==> src/rtl/board_state_writer_pkg.sv <==
// Shared encodings, FSM codes and line table for the ultimate tic-tac-toe
// board-state writer.
package board_state_writer_pkg;

  localparam int N_CELLS = 9;
  localparam int ADDR_W  = 4;

  localparam logic [1:0] EMPTY  = 2'b00;
  localparam logic [1:0] MARK_X = 2'b01;
  localparam logic [1:0] MARK_O = 2'b10;
  localparam logic [1:0] DRAW   = 2'b11;

  typedef enum logic [3:0] {
    S_IDLE   = 4'd0,
    S_CHECK  = 4'd1,
    S_WRITE  = 4'd2,
    S_SCAN   = 4'd3,
    S_UPDATE = 4'd4,
    S_DONE   = 4'd5,
    S_REJECT = 4'd6
  } state_t;

  typedef logic [2*N_CELLS-1:0] board_t;

  // Three cell indices of a line, packed {first, second, third}.
  function automatic logic [3*ADDR_W-1:0] line_cells(input logic [2:0] line);
    logic [3*ADDR_W-1:0] cells;
    case (line)
      3'd0:    cells = {4'd0, 4'd1, 4'd2};
      3'd1:    cells = {4'd3, 4'd4, 4'd5};
      3'd2:    cells = {4'd6, 4'd7, 4'd8};
      3'd3:    cells = {4'd0, 4'd3, 4'd6};
      3'd4:    cells = {4'd1, 4'd4, 4'd7};
      3'd5:    cells = {4'd2, 4'd5, 4'd8};
      3'd6:    cells = {4'd0, 4'd4, 4'd8};
      default: cells = {4'd2, 4'd4, 4'd6};
    endcase
    return cells;
  endfunction

  function automatic logic [1:0] cell_of(input board_t board, input logic [ADDR_W-1:0] idx);
    logic [1:0] mark;
    mark = EMPTY;
    for (int i = 0; i < N_CELLS; i++) begin
      if (idx == ADDR_W'(i)) mark = board[2*i +: 2];
    end
    return mark;
  endfunction

endpackage

==> src/rtl/board_state_writer_line_checker.sv <==
// Combinational owner of one line of a micro board: the common mark when all
// three cells hold the same player, EMPTY otherwise.
module line_checker
  import board_state_writer_pkg::*;
(
  input  logic [2*N_CELLS-1:0] i_board,
  input  logic [2:0]           i_line,
  output logic [1:0]           o_owner
);

  logic [3*ADDR_W-1:0] w_cells;
  logic [1:0]          w_a;
  logic [1:0]          w_b;
  logic [1:0]          w_c;

  assign w_cells = line_cells(i_line);
  assign w_a     = cell_of(i_board, w_cells[3*ADDR_W-1 -: ADDR_W]);
  assign w_b     = cell_of(i_board, w_cells[2*ADDR_W-1 -: ADDR_W]);
  assign w_c     = cell_of(i_board, w_cells[ADDR_W-1:0]);

  assign o_owner = (w_a != EMPTY && w_a == w_b && w_b == w_c) ? w_a : EMPTY;

endmodule

==> src/rtl/board_state_writer.sv <==
// Write side of the ultimate tic-tac-toe board-state memory: validates and stores
// a move, scans its micro board line by line, and writes the outcome to the RAM.
module board_state_writer
  import board_state_writer_pkg::*;
(
  input  logic              clock,
  input  logic              reset,
  input  logic              commit,
  input  logic              jogador,
  input  logic [ADDR_W-1:0] macro_addr,
  input  logic [ADDR_W-1:0] micro_addr,
  output logic              macro_we,
  output logic [ADDR_W-1:0] macro_wr_addr,
  output logic [1:0]        macro_wr_data,
  output logic [1:0]        resultado_micro,
  output logic              pronto,
  output logic              jogada_invalida,
  output logic              ocupado,
  output logic [3:0]        db_estado
);

  state_t            r_state;
  state_t            w_next;
  logic [ADDR_W-1:0] r_macro;
  logic [ADDR_W-1:0] r_micro;
  logic              r_player;
  logic [2:0]        r_line;
  logic              r_win;
  board_t            r_board [N_CELLS];
  logic [3:0]        r_fill  [N_CELLS];
  logic [N_CELLS-1:0] r_decided;
  logic [1:0]        r_result;

  logic              w_macro_ok;
  logic              w_micro_ok;
  logic [ADDR_W-1:0] w_macro_idx;
  board_t            w_board;
  logic [3:0]        w_fill;
  logic [1:0]        w_mark;
  logic              w_reject;
  logic [1:0]        w_owner;
  logic [1:0]        w_outcome;

  assign w_macro_ok  = r_macro < ADDR_W'(N_CELLS);
  assign w_micro_ok  = r_micro < ADDR_W'(N_CELLS);
  // Out-of-range macros are redirected to board 0 so no array read goes out of bounds.
  assign w_macro_idx = w_macro_ok ? r_macro : '0;
  assign w_board     = r_board[w_macro_idx];
  assign w_fill      = r_fill[w_macro_idx];
  assign w_mark      = r_player ? MARK_O : MARK_X;
  assign w_reject    = !w_macro_ok || !w_micro_ok
                    || (cell_of(w_board, r_micro) != EMPTY)
                    || r_decided[w_macro_idx];

  line_checker u_line_checker (
    .i_board (w_board),
    .i_line  (r_line),
    .o_owner (w_owner)
  );

  // A win outranks a draw when the ninth mark also closes a line.
  assign w_outcome = r_win ? w_mark : (w_fill == 4'd9) ? DRAW : EMPTY;

  // NOTE: every output of this block gets a default first, so no path leaves a
  // variable unassigned and no latch is inferred.
  always_comb begin
    w_next = r_state;
    case (r_state)
      S_IDLE:   if (commit) w_next = S_CHECK;
      S_CHECK:  w_next = w_reject ? S_REJECT : S_WRITE;
      S_WRITE:  w_next = S_SCAN;
      S_SCAN:   if (r_line == 3'd7) w_next = S_UPDATE;
      S_UPDATE: w_next = S_DONE;
      S_DONE:   w_next = S_IDLE;
      S_REJECT: w_next = S_IDLE;
      default:  w_next = S_IDLE;
    endcase
  end

  assign macro_we        = (r_state == S_UPDATE) && (w_outcome != EMPTY);
  assign macro_wr_data   = (r_state == S_UPDATE) ? w_outcome : EMPTY;
  assign macro_wr_addr   = r_macro;
  assign resultado_micro = r_result;
  assign pronto          = r_state == S_DONE;
  assign jogada_invalida = r_state == S_REJECT;
  assign ocupado         = r_state != S_IDLE;
  assign db_estado       = r_state;

  // NOTE: state uses non-blocking assignments so every register samples the
  // values from before this edge, independent of statement order.
  always_ff @(posedge clock) begin
    if (reset) begin
      r_state   <= S_IDLE;
      r_macro   <= '0;
      r_micro   <= '0;
      r_player  <= 1'b0;
      r_line    <= '0;
      r_win     <= 1'b0;
      r_decided <= '0;
      r_result  <= EMPTY;
      // NOTE: the cell array is deliberately reset: a new game must start empty
      // and a half-played move must not survive reset.
      for (int i = 0; i < N_CELLS; i++) begin
        r_board[i] <= '0;
        r_fill[i]  <= '0;
      end
    end else begin
      r_state <= w_next;
      case (r_state)
        S_IDLE: begin
          if (commit) begin
            r_macro  <= macro_addr;
            r_micro  <= micro_addr;
            r_player <= jogador;
          end
        end
        S_WRITE: begin
          for (int i = 0; i < N_CELLS; i++) begin
            if (r_micro == ADDR_W'(i)) r_board[w_macro_idx][2*i +: 2] <= w_mark;
          end
          r_fill[w_macro_idx] <= w_fill + 4'd1;
          r_line              <= '0;
          r_win               <= 1'b0;
        end
        S_SCAN: begin
          if (w_owner == w_mark) r_win <= 1'b1;
          r_line <= r_line + 3'd1;
        end
        S_UPDATE: begin
          if (w_outcome != EMPTY) r_decided[w_macro_idx] <= 1'b1;
          r_result <= w_outcome;
        end
        default: ;
      endcase
    end
  end

endmodule

==> config.mk <==
export PLATFORM = sky130hd
export DESIGN_NAME = board_state_writer
export DESIGN_NICKNAME = d
export VERILOG_FILES = /design/src/rtl/board_state_writer_pkg.sv /design/src/rtl/board_state_writer_line_checker.sv /design/src/rtl/board_state_writer.sv
export SDC_FILE = /design/constraint.sdc
export NUM_CORES = 1
export LEC_CHECK = 0
export BUFFER_PORTS_ARGS = -buffer_cell sky130_fd_sc_hd__clkbuf_2
export CAP_MARGIN = 20
export CORE_UTILIZATION = 55
export CTS_BUF_LIST = sky130_fd_sc_hd__clkbuf_4 sky130_fd_sc_hd__clkbuf_8 sky130_fd_sc_hd__clkbuf_16
export DETAILED_ROUTE_END_ITERATION = 8
export PLACE_DENSITY = 0.71
export RECOVER_POWER = 50
export SETUP_SLACK_MARGIN = 0.3
export SYNTH_ARGS = -nofsm -noshare
export SYNTH_HDL_FRONTEND = slang
export SYNTH_SLANG_ARGS = --single-unit
export TNS_END_PERCENT = 5
==> constraint.sdc <==
create_clock -name clock -period 3.4 [get_ports clock]
set_clock_uncertainty 0.1 [all_clocks]
set_input_delay 0.34 -clock clock [delete_from_list [all_inputs] [get_ports clock]]
set_output_delay 0.34 -clock clock [all_outputs]
set_load 0.005 [all_outputs]
## After elaboration in Yosys (flattened, before gate mapping)

Memories as Yosys holds them, arrays and structs flattened.
Cells that the tools add are included.

- Flip-flop bits (word level): 28
- Bits in writable memories: 198
- Input bits: 12
- Output and inout bits: 16
- Logic and storage cells: 196
- Memories kept: 2

- $add $sub $neg: 2
- Magnitude comparators: 4
- Equality and inequality tests: 52
- Mux-type cells: 101
- Bitwise gates (word level): 1
- Reduce and logical (&&, ||, !) cells: 26

Memories:

| memory | words | bits a word | rd ports | clocked after Yosys merged registers in | wr ports | RTL line | source |
|---|---|---|---|---|---|---|---|
| r_board | 9 | 18 | 1 | 0 | 9 | board_state_writer.sv:29 | `board_t r_board [N_CELLS];` |
| r_fill | 9 | 4 | 1 | 0 | 9 | board_state_writer.sv:30 | `logic [3:0] r_fill [N_CELLS];` |

Operators with widths:

| kind | number |
|---|---|
| 2-to-1 mux 2 bit | 41 |
| case mux 11 bit (7 select lines) | 1 |
| equality test 4 x 3 -> 1 bit, second input constant | 15 |
| 2-to-1 mux 1 bit | 45 |
| equality test 4 x 2 -> 1 bit, second input constant | 8 |
| equality test 3 bit, second input constant | 8 |
| 2-to-1 mux 4 bit | 6 |
| zero test 4 bit | 5 |
| case mux 4 bit (5 select lines) | 1 |
| 2-to-1 mux 18 bit | 1 |
| OR reduction 18 bit | 1 |
| equality test 4 x 1 -> 1 bit, second input constant | 4 |
| equality test 4 bit, second input constant | 4 |
| equality test 3 x 2 -> 1 bit, second input constant | 4 |
| 2-to-1 mux 9 bit | 1 |
| bitwise OR 9 bit | 1 |
| < comparator 4 bit, second input constant | 2 |
| AND reduction 2 bit | 4 |
| nonzero test 2 bit | 4 |
| equality test 2 bit | 3 |
| equality test 3 x 1 -> 1 bit, second input constant | 2 |
| inequality test 2 bit, second input constant | 3 |
| case mux 3 bit (2 select lines) | 1 |
| < comparator 4 x 5 -> 1 bit, second input constant | 1 |
| 14 further kinds | 20 |

## Logic depth before layout (Yosys ltp)

Gate-level depths: netlist of the first run.

- Depth after elaboration: 19
- Gate-level depth with buffers: 16
- Gate-level depth less buffers: 10

## Cells and area by module

From an unflattened synthesis of the first run, not the netlist that was laid out.

- Cell total of the unflattened synthesis: 1,126
- Area total of the unflattened synthesis: 12,100.4 um^2

Modules (own cells, without submodules):

| module | times used | cells each | area each (um^2) | seq. area each (um^2) |
|---|---|---|---|---|
| board_state_writer | 1 | 1,026 | 11,377.2 | 6,666.4 |
| line_checker | 1 | 100 | 723.2 | 0.0 |

## Worst setup path after synthesis of the first run

OpenSTA, ideal clock, no wires.

- Kind: reg-to-output
- Start: register r_macro[1] (netlist: macro_wr_addr[1])
- End: output port macro_wr_data[0]
- Arrival time: 2.683 ns
- Required time: 2.960 ns
- Setup slack: 0.277 ns
- Cell stages (with the launch flop): 15
- Path buffers: 5
- Cells stage by stage: dfxtp_1 buf_6 buf_8 buf_2 or3b_2 o22ai_1 nor2_1 o211ai_1 o21ai_0 clkbuf_1 ha_1 a31oi_1 nor2_1 buf_2 and2_1

- Cells in the longest elaborated chain, start to end: 7

Ends and longest elaborated chain:

| what | RTL line | source |
|---|---|---|
| start: declaration | board_state_writer.sv:24 | `logic [ADDR_W-1:0] r_macro;` |
| start signal: assignment | board_state_writer.sv:112 | `r_macro <= macro_addr;` |
| < comparator 4 bit | board_state_writer.sv:44 | `assign w_macro_ok = r_macro < ADDR_W'(N_CELLS);` |
| 2-to-1 mux 4 bit * | board_state_writer.sv:47 | `assign w_macro_idx = w_macro_ok ? r_macro : '0;` |
| memory (9 x 4 bit) * | n/a |  |
| equality test 4 bit * | board_state_writer.sv:62 | `assign w_outcome = r_win ? w_mark : (w_fill == 4'd9) ? DRAW : EMPTY;` |
| 2-to-1 mux 2 bit * (2 in a row) | board_state_writer.sv:62 |  |
| 2-to-1 mux 2 bit * | board_state_writer.sv:81 | `assign macro_wr_data = (r_state == S_UPDATE) ? w_outcome : EMPTY;` |
| end: declaration | board_state_writer.sv:14 | `output logic [1:0] macro_wr_data,` |

Mark *: on every way between the ends. The rest lies on a longest branch, timed or not.

## Worst setup path after layout of the first run

- Start: register r_macro[3] (netlist: macro_wr_addr[3])
- End: output port macro_we

- Cells in the longest elaborated chain, start to end: 8

Ends and longest elaborated chain:

| what | RTL line | source |
|---|---|---|
| < comparator 4 bit | board_state_writer.sv:44 |  |
| 2-to-1 mux 4 bit * | board_state_writer.sv:47 |  |
| memory (9 x 4 bit) * | n/a |  |
| equality test 4 bit * | board_state_writer.sv:62 |  |
| 2-to-1 mux 2 bit * (2 in a row) | board_state_writer.sv:62 |  |
| nonzero test 2 bit * | board_state_writer.sv:80 | `assign macro_we = (r_state == S_UPDATE) && (w_outcome != EMPTY);` |
| logical AND 1 bit * | board_state_writer.sv:80 |  |
| end: declaration | board_state_writer.sv:12 | `output logic macro_we,` |

Marks and branches as above.

==> out/results.tsv, run 1 <==
metric	value	unit
run status	finished, violations left	
failing checks	capacitance limit, slew limit	
CP Launch Type	register	
Finished Layout Cells	1488	
die span in x	151	um
DR WL/cell	24.9	um
RSZ-0062 raised after global routing	yes	
# placed instances	1418	
Syn Std Cell Area	12100	sq um
Num CTS Buffers	25	
Max rail drop VDD	364	uV
crit path kind	reg -> out	
initial antenna violation count	1	
Distinct cells, synth	81	
Initial Util	56.8	%
Skew-Pair Late Insertion Delay	530	ps
crit path buf inv count	4	
Crit path largest cell delay	500	ps
drt pass-1 iters	5	
Slew @ Worst Pin	1590	ps
setup TNS	0	ps
grt ovf	0	
Max-Slew Margin vs Limit	-6.32	%
Compound-Gate Fraction of Synth Area	16.0	%
global-route wire length before repair	55800	um
adder-cell share of the synthesized area	0.825	%
die area	22700	sq um
routed wire length	37000	um
Critical Path RT	2960	ps
Clock Path Buffers	3	
Core ar.	21400	sq um
Final Wtd Congestion	0.945	
most common cell after layout, fill and taps aside	nor2_1	
Pleak	5.25	nW
Iteration-0 DRC Markers	1431	
diode count	0	
Vias/cell	6.57	
synthesized area per cell	10.6	sq um
post-place instance area	12700	sq um
register area share after synthesis	55.4	%
DRC	0	
post-route ant nets	0	
total power	7.96	mW
post-route cell area	13900	sq um
YS warnings	0	
Max Cap Violations	2	
IO Port Bufs	26	
Die H	151	um
worst-path cell chain	buf_12, nor2b_1, buf_4, nor2_1, a221oi_2, ha_1, a31oi_4, nor2_4, buf_4, clkbuf_2	
total track usage	33.6	%
Clock transition at path regs	70	ps
cell mode on critical path	buf_4	
cell family with most CP delay	simple AND/OR/NAND/NOR gates	
largest family of logic cells by synthesized area	simple AND/OR/NAND/NOR gates	
Synth Instances	1141	
mux contribution to synthesized area	5.22	%
FP Rows	53	
H-tree Lvls	1	
Setup WS pre-CTS	237	ps
clock root cell	clkbuf_16	
XOR/XNOR Fraction of Synth Area	0.144	%
Min Hold Slack	19.3	ps
CP max stage cell	nor2_1	
max-slew violation count	23	
simple-gate portion of the synthesized area	17.9	%
commonest cells after routing, fill and taps aside	244 x nor2_1, 206 x edfxtp_1, 80 x a21o_1, 78 x nand2_1, 53 x buf_4	
io pins	28	
final hold vios	0	
number of clock sinks	233	
fillers	1677	
DP HPWL	24400	um
EDFF count, synth	206	
Final nets	1214	
Worst setup EP type	output pin	
Final Worst Setup Slack	140	ps
via count of the routed design	9775	
pin count of the biggest net entering global routing	80	
Critical Path AT	2820	ps
fmax	307	MHz
Hold Crit Class	in -> reg	
minimum clock period	3260	ps
worst-path maximum fanout	30	
CTS tree	yes	
number of global-route vias before repair	9237	
Final setup viols	0	
Synth Register Bits	233	
fin crit share	95.9	%
Synth async-reset ratio	0	%
Synth Flop Type	edfxtp_1	
area delta synth->final	14.9	%
share of cells above drive strength 1	15.3	%
Util after Layout	65.3	%
power per cell area	571	nW/um^2
## state kept, by name, indices dropped and copies added (netlist names)
signal and flops:
db_estado 3, r_decided 9, r_player 1, resultado_micro 2, r_board 162, r_line 3
r_win 1, r_micro 4, r_fill 44, macro_wr_addr 4
## cell type report
type	instances	area [sq um]	share of cell area (%)
tap	275	344	2.47
sequential	233	6740	48.3
inverter	22	83.8	0.601
timing repair buffer	112	855	6.13
clock buffer	26	639	4.58
clock inverter	20	302	2.16
multi-input combinational	800	4990	35.8
## per-layer routing
layer	GRT usage (%)	up-vias	wire length (um)
li1	-	4277	-
met1	47.5	4724	14700
met2	50.0	660	16300
met3	7.33	114	4280
met4	14.5	0	1730
met5	0	-	0
## worst min-delay path: cells and delay by family
family / cells / cell delay, ps
compound gates: 1 / 100
buf+inv: 1 / 80
simple gates: 1 / 60
## path summary, 6_finish.rpt
kind	startpoint	endpoint	slack [ps]	cells past startpoint
worst max-delay path	macro_wr_addr[3]	macro_we	140	10
worst min-delay path	macro_addr[2]	macro_wr_addr[2]	20	3
worst min register to register	resultado_micro[1]	resultado_micro[1]	360	2
worst max register to register	macro_wr_addr[1]	r_win	170	11
## cells by family after synthesis
family	after synthesis
AND/OR/NAND/NOR	465
flip-flops	233
buffers and inverters	116
adder cells (fa/ha/maj)	8
XOR/XNOR	2
other	1
AO/OA/AOI/OAI	268
multiplexers	48
## power by group
group	switching, mW	internal, mW
registers	0.113	3.26
logic	0.928	0.543
clock network	1.15	1.97
total	2.19	5.77
## what timing repair did
item,4_1_cts,5_1_grt
gates resized for setup,27,5
hold buffers,10,0
endpoints found under the hold margin,11,0
gates cloned,2,0
endpoints found under the setup margin,4,4
pin swaps,8,4
buffers inserted,10,2
## synthesized netlist by cell type, types with 16 or more instances
cell      instances  area, sq um
mux2i_1          25          250
inv_1            21         78.8
nand2b_1         23          144
nor3_1           20          100
dfxtp_1          27          541
a22oi_1          16          120
a21oi_1          29          145
o21ai_0          27          135
nor2_1          244          916
edfxtp_1        206         6190
clkbuf_1         66          248
o22ai_1          18          113
a21o_1           80          601
nand2_1          78          293
Note: power is estimated with default switching activity, not from simulation.
==> inputs of run 2 (changes only) <==
--- a/config.mk
+++ b/config.mk
@@ -13,6 +13,7 @@
 export PLACE_DENSITY = 0.71
 export RECOVER_POWER = 50
 export SETUP_SLACK_MARGIN = 0.3
+export SLEW_MARGIN = 40
 export SYNTH_ARGS = -nofsm -noshare
 export SYNTH_HDL_FRONTEND = slang
 export SYNTH_SLANG_ARGS = --single-unit
==> constraint.sdc (replaced) <==
create_clock -name clock -period 3.4 [get_ports clock]
set_clock_uncertainty 0.1 [all_clocks]
set_input_delay 0.34 -clock clock [delete_from_list [all_inputs] [get_ports clock]]
set_output_delay 0.34 -clock clock [all_outputs]
set_load 0.05 [all_outputs]
==> run 2 against run 1 <==
Net effect: die area is the same; power shrank 5.9%; global-route usage grew 0.67 points; routed wire length grew 2.3%; critical endpoint is now r_fill[7][3]; utilization shrank 0.90 points; non-clock buffer count grew 10; fmax shrank 1.7%; highest routed layer unchanged; the run still ends with capacitance limit, slew limit left.
==> out/results.tsv, run 2 (same netlist as run 1, synthesis figures left out) <==
metric	value	unit	change
run status	finished, violations left		unchanged
failing checks	capacitance limit, slew limit		unchanged
Initial Util	56.8	%	unchanged
die area	22700	sq um	unchanged
setup TNS	0	ps	unchanged
Max-Slew Margin vs Limit	-16.0	%	was -6.32%
post-place instance area	12800	sq um	was 12700 sq um
crit path kind	reg -> reg		was reg -> out
DRC	0		unchanged
post-route ant nets	0		unchanged
CP max stage cell	clkbuf_1		was nor2_1
worst hold stages	3		unchanged
worst-path cell chain	buf_4, and3b_1, clkbuf_1, clkbuf_1, nand3_1, clkbuf_1, nand2b_1		was buf_12, nor2b_1, buf_4, nor2_1, a221oi_2, ha_1, a31oi_4, nor2_4, buf_4, clkbuf_2
Pleak	5.14	nW	was 5.25 nW
Min Hold Slack	2.18	ps	was 19.3 ps
pin count of the biggest net entering global routing	68		was 80
Clock Path Buffers	3		unchanged
total track usage	34.3	%	was 33.6%
grt ovf	0		unchanged
fillers	1725		was 1677
number of global-route vias before repair	9303		was 9237
die span in x	151	um	unchanged
minimum clock period	3320	ps	was 3260 ps
worst-path maximum fanout	24		was 30
Iteration-0 DRC Markers	1226		was 1431
via count of the routed design	9804		was 9775
Die H	151	um	unchanged
Clock transition at path regs	60	ps	was 70 ps
clock root cell	clkbuf_16		unchanged
RSZ-0062 raised after global routing	yes		unchanged
io pins	28		unchanged
max FFs per register	162		unchanged
Final nets	1224		was 1214
CTS tree	yes		unchanged
Max Cap Violations	3		was 2
Slew @ Worst Pin	1740	ps	was 1590 ps
power per cell area	545	nW/um^2	was 571 nW/um^2
Crit path largest cell delay	1260	ps	was 500 ps
H-tree Lvls	1		unchanged
Final Worst Setup Slack	84.2	ps	was 140 ps
commonest cells after routing, fill and taps aside	244 x nor2_1, 206 x edfxtp_1, 80 x a21o_1, 78 x nand2_1, 56 x buf_4		was 244 x nor2_1, 206 x edfxtp_1, 80 x a21o_1, 78 x nand2_1, 53 x buf_4
drt pass-1 iters	5		unchanged
DR WL/cell	25.3	um	was 24.9 um
post-route cell area	13800	sq um	was 13900 sq um
Max rail drop VDD	329	uV	was 364 uV
Core ar.	21400	sq um	unchanged
fin crit share	97.5	%	was 95.9%
DP HPWL	25200	um	was 24400 um
IO Port Bufs	26		unchanged
number of clock sinks	233		unchanged
flip-flop and latch area	6740	sq um	unchanged
final hold vios	0		unchanged
Skew-Pair Late Insertion Delay	530	ps	about the same
routed wire length	37900	um	was 37000 um
RR Endpoint	r_fill[7][3]		was r_win
share of cells above drive strength 1	14.4	%	was 15.3%
initial antenna violation count	0		was 1
reg2reg path depth	7		was 11
global-route wire length before repair	56200	um	was 55800 um
area delta synth->final	13.4	%	was 14.9%
Hold Crit Class	in -> reg		unchanged
Setup WS pre-CTS	277	ps	was 237 ps
Critical Path AT	3390	ps	was 2820 ps
diode count	0		unchanged
Final Wtd Congestion	0.939		was 0.945
max-slew violation count	115		was 23
Critical Path RT	3480	ps	was 2960 ps
area of the multi-input gates	4980	sq um	was 4990 sq um
Worst Hold Launch	macro_addr[3]		was macro_addr[2]
Util after Layout	64.4	%	was 65.3%
R2R Setup Slk	80	ps	was 170 ps
CP Launch Type	register		unchanged
Hold Path Sink	macro_wr_addr[3]		was macro_wr_addr[2]
Largest Register	r_board		unchanged
Num CTS Buffers	25		unchanged
cell mode on critical path	clkbuf_1		was buf_4
Worst setup EP type	register		was output pin
Final setup viols	0		unchanged
FP Rows	53		unchanged
Vias/cell	6.55		was 6.57
Top Registers	r_board x162, r_fill x44, r_decided x9		unchanged
fmax	302	MHz	was 307 MHz
Critical Path Source	macro_wr_addr[1]		was macro_wr_addr[3]
most common cell after layout, fill and taps aside	nor2_1		unchanged
R2R Path Start	macro_wr_addr[1]		unchanged
-- run 2: cell types whose count changed in the layout (fill, tap and decap cells not counted), moves of 2 or more --
cell / previous run / this run
clkbuf_2: 17 / 12
o22ai_1: 16 / 18
o22ai_2: 2 / 0
buf_12: 3 / 6
buf_4: 53 / 56
bufbuf_16: 2 / 0
clkbuf_4: 0 / 3
clkinv_4: 0 / 2
clkbuf_1: 22 / 36
bufinv_16: 8 / 1
clkinv_1: 4 / 7
-- run 2: power by group --
part | leakage [nW] | internal, mW | switching (mW)
logic | 2.42 | 0.545 | 1.01
clock network | 0.375 | 1.44 | 1.13
registers | 2.34 | 3.26 | 0.114
-- run 2: worst max path at each step --
stage | end | cells after the start
4_1_cts | macro_wr_data[0] | 12
6_report | r_fill[7][3] | 7
5_1_grt | r_win | 10
2_1_floorplan | macro_wr_data[0] | 13
3_3_place_gp | r_win | 9
3_5_place_dp | r_win | 9
-- run 2: layout make-up --
cell class                 count  area share [%]
multi-input combinational    800            36.2
clock buffer                  28            4.71
tap                          275            2.50
sequential                   233            49.0
timing repair buffer         122            6.25
clock inverter                16           0.773
inverter                      22           0.609
-- run 2: per-layer routing --
layer	GRT usage [%]	up-vias	part of all wire, %
li1	-	4299	-
met1	47.4	4771	40
met2	53.0	627	45
met3	7.27	107	11
met4	13.3	0	4.4
met5	0	-	0
-- run 2: metrics by stage --
| stage | std cells | total power, mW |
|---|---|---|
| 2_1_floorplan | 1149 | 4.36 |
| 3_3_place_gp | 1422 | 4.84 |
| 3_5_place_dp | 1422 | 4.85 |
| 4_1_cts | 1496 | 7.47 |
| 5_1_grt | 1496 | 7.70 |
| 6_report | 1496 | 7.49 |
-- run 2: critical path, delay by kind of cell, from the launching register on --
family        cells  cell delay, ps
buf+inv           4            1770
flops             1             360
simple gates      3             720
-- run 2: timing repair --
item / in CTS / in global routing
hold buffers: 9 / 0
hold endpoints to repair: 12 / 0
pin swaps: 5 / 1
resized for setup: 13 / 0
setup buffers: 21 / 0
setup endpoints to repair: 4 / 24
